File: config.mk
export PLATFORM = sky130hd
export DESIGN_NAME = clk_div_bank
export DESIGN_NICKNAME = d
export VERILOG_FILES = /design/src/rtl/clk_div_pkg.sv /design/src/rtl/clk_div_ch.sv /design/src/rtl/clk_div_bank.sv
export SDC_FILE = /design/constraint.sdc
export NUM_CORES = 2
export LEC_CHECK = 0
export CORE_ASPECT_RATIO = 1.4
export CORE_MARGIN = 2
export CORE_UTILIZATION = 57
export CTS_CLUSTER_SIZE = 14
export DETAILED_ROUTE_END_ITERATION = 6
export PLACE_DENSITY = 0.77
export SLEW_MARGIN = 30
export SYNTH_ARGS = -nofsm -noshare
export SYNTH_HDL_FRONTEND = slang
export SYNTH_SLANG_ARGS = --single-unit
File: constraint.sdc
create_clock -name CLK_SYS -period 4.08 [get_ports CLK_SYS]
set_clock_uncertainty 0.15 [all_clocks]
set_input_delay 0.816 -clock CLK_SYS [delete_from_list [all_inputs] [get_ports CLK_SYS]]
set_output_delay 0.816 -clock CLK_SYS [all_outputs]
set_load 0.02 [all_outputs]
File: src/rtl/clk_div_pkg.sv
// Shared defaults, channel FSM states and the write-channel index width helper
// for the clock divider bank.
package clk_div_pkg;

  localparam int unsigned DFLT_N_CH   = 4;
  localparam int unsigned DFLT_CNT_W  = 32;
  localparam int unsigned DFLT_PERIOD = 20_000_000;
  localparam int unsigned DFLT_HIGH   = 10_000_000;

  typedef enum logic {
    ST_IDLE = 1'b0,
    ST_RUN  = 1'b1
  } ch_state_e;

  // Bits needed to address n channels, never less than one.
  function automatic int unsigned idx_width(input int unsigned n);
    int unsigned w;
    w = 1;
    while ((w < 32) && ((32'd1 << w) < n)) begin
      w = w + 1;
    end
    return w;
  endfunction

endpackage

File: src/rtl/clk_div_ch.sv
// One divider channel: pending/active period and high-time pairs, a wrap counter
// and registered clock/tick outputs that line up with the counter value.
module clk_div_ch
  import clk_div_pkg::*;
#(
  parameter int unsigned      CNT_W      = DFLT_CNT_W,
  parameter logic [CNT_W-1:0] DEF_PERIOD = CNT_W'(DFLT_PERIOD),
  parameter logic [CNT_W-1:0] DEF_HIGH   = CNT_W'(DFLT_HIGH)
) (
  input  logic             clk_i,
  input  logic             rst_i,
  input  logic             en_i,
  input  logic             sync_i,
  input  logic             wr_i,
  input  logic [CNT_W-1:0] wr_period_i,
  input  logic [CNT_W-1:0] wr_high_i,
  output logic             clk_out_o,
  output logic             tick_o
);

  localparam logic [CNT_W-1:0] MIN_PERIOD = CNT_W'(2);
  localparam logic [CNT_W-1:0] ONE        = CNT_W'(1);

  ch_state_e        state_q, state_d;
  logic [CNT_W-1:0] pend_p_q, pend_p_d;
  logic [CNT_W-1:0] pend_h_q, pend_h_d;
  logic [CNT_W-1:0] act_p_q, act_p_d;
  logic [CNT_W-1:0] act_h_q, act_h_d;
  logic [CNT_W-1:0] cnt_q, cnt_d;
  logic             clk_q, clk_d;
  logic             tick_q, tick_d;
  logic             act_ok, pend_ok;

  assign act_ok  = (act_p_q >= MIN_PERIOD);
  assign pend_ok = (pend_p_q >= MIN_PERIOD);

  always_ff @(posedge clk_i) begin
    if (rst_i) begin
      state_q  <= ST_IDLE;
      pend_p_q <= DEF_PERIOD;
      pend_h_q <= DEF_HIGH;
      act_p_q  <= DEF_PERIOD;
      act_h_q  <= DEF_HIGH;
      cnt_q    <= '0;
      clk_q    <= 1'b0;
      tick_q   <= 1'b0;
    end else begin
      state_q  <= state_d;
      pend_p_q <= pend_p_d;
      pend_h_q <= pend_h_d;
      act_p_q  <= act_p_d;
      act_h_q  <= act_h_d;
      cnt_q    <= cnt_d;
      clk_q    <= clk_d;
      tick_q   <= tick_d;
    end
  end

  // Outputs are computed from the next counter and next active pair, so the
  // registered clock and tick describe the same cycle as the registered count.
  // Loads always take the registered pending pair; a write landing on the same
  // edge therefore waits for the following wrap or sync.
  always_comb begin
    pend_p_d = pend_p_q;
    pend_h_d = pend_h_q;
    state_d  = state_q;
    act_p_d  = act_p_q;
    act_h_d  = act_h_q;
    cnt_d    = '0;
    clk_d    = 1'b0;
    tick_d   = 1'b0;

    if (wr_i) begin
      pend_p_d = wr_period_i;
      pend_h_d = wr_high_i;
    end

    if (!en_i) begin
      state_d = ST_IDLE;
      act_p_d = pend_p_q;
      act_h_d = pend_h_q;
    end else if (sync_i) begin
      act_p_d = pend_p_q;
      act_h_d = pend_h_q;
      state_d = pend_ok ? ST_RUN : ST_IDLE;
      clk_d   = pend_ok && (pend_h_q != '0);
    end else if (!act_ok) begin
      state_d = ST_IDLE;
      act_p_d = pend_p_q;
      act_h_d = pend_h_q;
    end else if (state_q == ST_IDLE) begin
      state_d = ST_RUN;
      clk_d   = (act_h_q != '0);
    end else if (cnt_q == (act_p_q - ONE)) begin
      act_p_d = pend_p_q;
      act_h_d = pend_h_q;
      state_d = pend_ok ? ST_RUN : ST_IDLE;
      clk_d   = pend_ok && (pend_h_q != '0);
      tick_d  = pend_ok;
    end else begin
      cnt_d = cnt_q + ONE;
      clk_d = (cnt_d < act_h_q);
    end
  end

  assign clk_out_o = clk_q;
  assign tick_o    = tick_q;

endmodule

File: src/rtl/clk_div_bank.sv
// Bank of N_CH programmable clock dividers sharing one configuration port,
// a registered sync-edge detector that realigns all channels, and a status LED.
module clk_div_bank
  import clk_div_pkg::*;
#(
  parameter int unsigned      N_CH       = DFLT_N_CH,
  parameter int unsigned      CNT_W      = DFLT_CNT_W,
  parameter logic [CNT_W-1:0] DEF_PERIOD = CNT_W'(DFLT_PERIOD),
  parameter logic [CNT_W-1:0] DEF_HIGH   = CNT_W'(DFLT_HIGH)
) (
  input  logic                         CLK_SYS,
  input  logic                         CLK_RST,
  input  logic [N_CH-1:0]              ch_en,
  input  logic                         sync_in,
  input  logic                         wr_en,
  input  logic [idx_width(N_CH)-1:0]   wr_ch,
  input  logic [CNT_W-1:0]             wr_period,
  input  logic [CNT_W-1:0]             wr_high,
  output logic [N_CH-1:0]              clk_out,
  output logic [N_CH-1:0]              tick,
  output logic                         LED
);

  logic            sync_prev_q;
  logic            sync_pulse_q;
  logic            led_q;
  logic [N_CH-1:0] wr_sel;

  // The edge is registered, so channels realign one edge after it is seen;
  // holding sync_in high produces only the single pulse.
  always_ff @(posedge CLK_SYS) begin
    if (CLK_RST) begin
      sync_prev_q  <= 1'b0;
      sync_pulse_q <= 1'b0;
      led_q        <= 1'b1;
    end else begin
      sync_prev_q  <= sync_in;
      sync_pulse_q <= sync_in & ~sync_prev_q;
      led_q        <= ~clk_out[0];
    end
  end

  for (genvar i = 0; i < N_CH; i++) begin : g_ch
    // Indices at or beyond N_CH match no channel and are dropped here.
    assign wr_sel[i] = wr_en && (32'(wr_ch) == i);

    clk_div_ch #(
      .CNT_W      (CNT_W),
      .DEF_PERIOD (DEF_PERIOD),
      .DEF_HIGH   (DEF_HIGH)
    ) u_ch (
      .clk_i       (CLK_SYS),
      .rst_i       (CLK_RST),
      .en_i        (ch_en[i]),
      .sync_i      (sync_pulse_q),
      .wr_i        (wr_sel[i]),
      .wr_period_i (wr_period),
      .wr_high_i   (wr_high),
      .clk_out_o   (clk_out[i]),
      .tick_o      (tick[i])
    );
  end

  assign LED = led_q;

endmodule

==> results <==
- The worst hold slack across all endpoints is 0.240 ns.
- The last weighted congestion value of the routability-driven placer is 0.958.
- The max-slew violation count came to 0.
- Internal power comes to 10.3 mW.
- The iteration-0 DRC count of the detailed router is 2051.
- After detailed routing, the number of remaining DRC violations is 0.
- In this run the register-to-register setup slack is 0.13 ns.
- Dividing the final minimum period by the clock period gives 96.7%.
- The highest attainable clock frequency is 253 MHz.
- The layout overhead on the synthesized area is 11.7%.
- The total power is 13.6 mW.
- The count of hold-fix buffers inserted at cts is 0.
- For this run, global-route usage on met2 was measured as 52.7%.
- The library cell used as clock root buffer is sky130_fd_sc_hd__clkbuf_16.
- The critical path class is reg -> reg.
- In the synthesized netlist, the number of instances is 4214.
- The starting utilization of the core area is 57.4%.
- The vertical die dimension is 297 um.
- The max-capacitance violation count is 0.
- The count of final hold-check violations is 0.
- The floorplan die area is 0.0633 mm2.
- The arrival time of the worst setup path is 4.30 ns.
- In the synthesized netlist, the cells that appear most often are sky130_fd_sc_hd__dfxtp_1, sky130_fd_sc_hd__nand2_1, sky130_fd_sc_hd__nand2b_1.
- The portion of synthesized cell area occupied by the leading cell type is 37.6%.
- The antenna violation net count after detailed routing is 0.
- The initialized floorplan defines 107 standard-cell rows.
- After detailed routing, the number of vias per cell comes to 5.86.
- The type of the tightest min-delay check is reg -> reg.
- Global routing used 38.9% of the available met1 tracks.
- Summed over all instances, the cell type with the most area after synthesis is sky130_fd_sc_hd__dfxtp_1.
- The synthesized netlist contains 83 unique library cells.
- The detailed-route wire length per cell is 20.0 um.
- The detailed-routing iteration count for the pre-antenna-repair pass is 7.
- Counting flops with an async set or reset pin after synthesis yields a share of 0%.
- The run finished with clean final reports.
- The worst-margin pin slew is 0.846 ns.
- The die boundary width is 213 um.
- The total power density per cell area is 349 mW/mm2.
- The number of nets in the finished design is 4450.
- The number of register bits inferred by synthesis is 655.
- The layer flagged by global routing as most heavily used is met2.
- The share of total power dissipated in combinational logic is 8.6%.
- CTS built an H-tree with a depth of 2.
- STA classifies the critical path startpoint as a register.
- Clock-pin slew was measured on the worst setup and hold paths at 0.06 ns.
- Summed over all nets, the switching power comes to 3.36 mW.
- The global-route wire length before repair is 157000 um.
- The number of clock buffers added by TritonCTS is 59.
- TritonCTS built the clock tree.
- The final total negative setup slack is 0 ns.
- The placeable core region is 0.0608 mm2.
- Headroom to the max-slew limit came out at 43.1%.
- A synthesized cell averages 8.29 um2.
- VDD sags by at most 0.409 mV.
- 83 I/O pins were placed.
- Across all layers, the routed design uses 29877 vias.
- For the worst setup path, the data required time is 4.44 ns.
- The minimum period implied by the final worst setup slack is 3.95 ns.
- sky130_fd_sc_hd__dfxtp_1 is the most common cell in the netlist.
- The number of antenna violations at the first check in global routing was 2.
- The number of sinks handled by clock tree synthesis is 655.
- The post-route netlist has 6.35% of its cells at a drive strength greater than 1.
- The largest net degree at the start of global routing is 234.
- When the netlist entered floorplanning its net count stood at 4424.
- The total grt overflow is 0.
- At the later pin of the worst-skew pair, clock insertion delay measures 0.63 ns.
- In this run the deepest clock path goes through 3 buffers.
- The via count of the first global-routing pass came to 28325.
- Among all flip-flop cells after synthesis, the most frequent one is sky130_fd_sc_hd__dfxtp_1.
- Of the total power, the clock network draws 42.1%.
- Sequential cells burn 49.2% of the power.
- After detailed placement, the total cell area comes to 0.0369 mm2.
- The global routing usage on met3 is 4.55%.
- STA classifies the critical path endpoint as a register.
- In this run the static leakage power is 15.1 nW.
- The count of warnings emitted by yosys is 0.
- The number of buffers added on ports is 82.
- The finished cells cover 0.0390 mm2.
- In this run the cell area of the synthesized design comes to 0.0349 mm2.
- The number of failing setup endpoints in the final timing report is 0.
- The sequential fraction of the synthesis area is 37.6%.
- The global-route total usage across every layer is 31.7%.
- Net switching is 24.7% of the power.
- Yosys mapped a number of flops with a built-in enable equal to 0.
- After synthesis, the cell types taking the most area are sky130_fd_sc_hd__dfxtp_1, sky130_fd_sc_hd__mux2i_1, sky130_fd_sc_hd__nand2_1.
- The routed design has 102000 um of wire.
- In this run the worst path has a maximum fanout of 32.
- Detailed placement finished with a half-perimeter wire length of 73100 um.
power groups by stage:
| stage | Clock (mW) | Sequential, mW | Combinational [mW] |
|---|---|---|---|
| after floorplan | 0 | 6.79 | 0.744 |
| after global placement | 0 | 6.84 | 1.13 |
| after detailed placement | 0 | 6.84 | 1.14 |
| after CTS | 5.79 | 6.70 | 1.15 |
| after global routing | 6.02 | 6.72 | 1.26 |
| final | 5.74 | 6.70 | 1.18 |
layout make-up:
| type | count | area [um2] |
|---|---|---|
| diodes | 1 | 2.50 |
| clock buffers | 85 | 1730 |
| clock inverters | 19 | 244 |
| fillers | 5237 | 21800 |
| inverters | 158 | 593 |
| multi-input cells | 3165 | 20300 |
| flip-flops and latches | 655 | 13100 |
| well taps | 817 | 1020 |
| repair buffers | 201 | 1970 |
metrics by stage:
stage	cells	setup WS, ns	utilization [%]
5_1_grt	5100	-0.0506	64.2
6_report	5101	0.133	64.2
2_1_floorplan	4214	0.0977	-
3_5_place_dp	4993	0.0656	60.6
4_1_cts	5097	0.0218	63.9
3_3_place_gp	4993	0.107	60.6
state kept, by name, summed over array words and instances, names as in the netlist, 4 cells and up:
signal and cells:
g_ch.u_ch.act_h_q 128, g_ch.u_ch.act_p_q 128, g_ch.u_ch.cnt_q 128, g_ch.u_ch.pend_h_q 128, g_ch.u_ch.pend_p_q 128, g_ch.u_ch.clk_out_o 4
g_ch.u_ch.state_q 4, g_ch.u_ch.tick_o 4
kinds of logic after synthesis:
group | Yosys count | synth area share [%]
and+or+nand+nor | 1989 | 29.8
DFF | 655 | 37.6
AOI/OAI and AO/OA | 517 | 9.15
buffers and inverters | 394 | 4.68
xor gates and xnor gates | 281 | 7.05
muxes | 242 | 6.94
adders and majority gates | 136 | 4.87
routing by layer:
| metal | part of all wire (%) | vias up |
|---|---|---|
| li1 | - | 14488 |
| met1 | 40 | 14175 |
| met2 | 47 | 934 |
| met3 | 6.0 | 278 |
| met4 | 6.7 | 2 |
| met5 | 0.0039 | - |
timing repair:
item,4_1_cts,5_1_grt
buffers inserted,0,1
resized for setup,0,28
setup endpoints to repair,0,200
path summary, 6_finish.rpt:
| path | to | start | cells after the start |
|---|---|---|---|
| max | g_ch[2].u_ch.act_h_q[20] | g_ch[2].u_ch.act_p_q[6] | 10 |
| min | sync_pulse_q | sync_prev_q | 1 |
| max reg2reg | g_ch[2].u_ch.act_h_q[20] | g_ch[2].u_ch.act_p_q[6] | 10 |
| min reg2reg | sync_pulse_q | sync_prev_q | 1 |
placed cells by master, fill, tap and decap left out, types with 89 or more instances in the layout:
master,n
sky130_fd_sc_hd__dfxtp_1,652
sky130_fd_sc_hd__nand2_1,612
sky130_fd_sc_hd__nand2b_1,350
sky130_fd_sc_hd__nor2_1,248
sky130_fd_sc_hd__mux2i_1,241
sky130_fd_sc_hd__a21oi_1,239
sky130_fd_sc_hd__xnor2_1,177
sky130_fd_sc_hd__inv_1,158
sky130_fd_sc_hd__nor2b_1,141
sky130_fd_sc_hd__ha_1,135
sky130_fd_sc_hd__nor4_1,126
sky130_fd_sc_hd__xor2_1,102
sky130_fd_sc_hd__buf_4,100
sky130_fd_sc_hd__nand3_1,89
critical path: stages (launching register included):
cell                        delay, ns
sky130_fd_sc_hd__dfxtp_1         0.35
sky130_fd_sc_hd__or4_4           0.50
sky130_fd_sc_hd__or4_4           0.53
sky130_fd_sc_hd__or4_4           0.43
sky130_fd_sc_hd__or3b_4          0.42
sky130_fd_sc_hd__a2111oi_4       0.30
sky130_fd_sc_hd__o211ai_1        0.15
sky130_fd_sc_hd__nand4bb_4       0.29
sky130_fd_sc_hd__o211a_4         0.35
sky130_fd_sc_hd__buf_12          0.19
sky130_fd_sc_hd__mux2i_1         0.14
(Power assumes the default switching activity.)
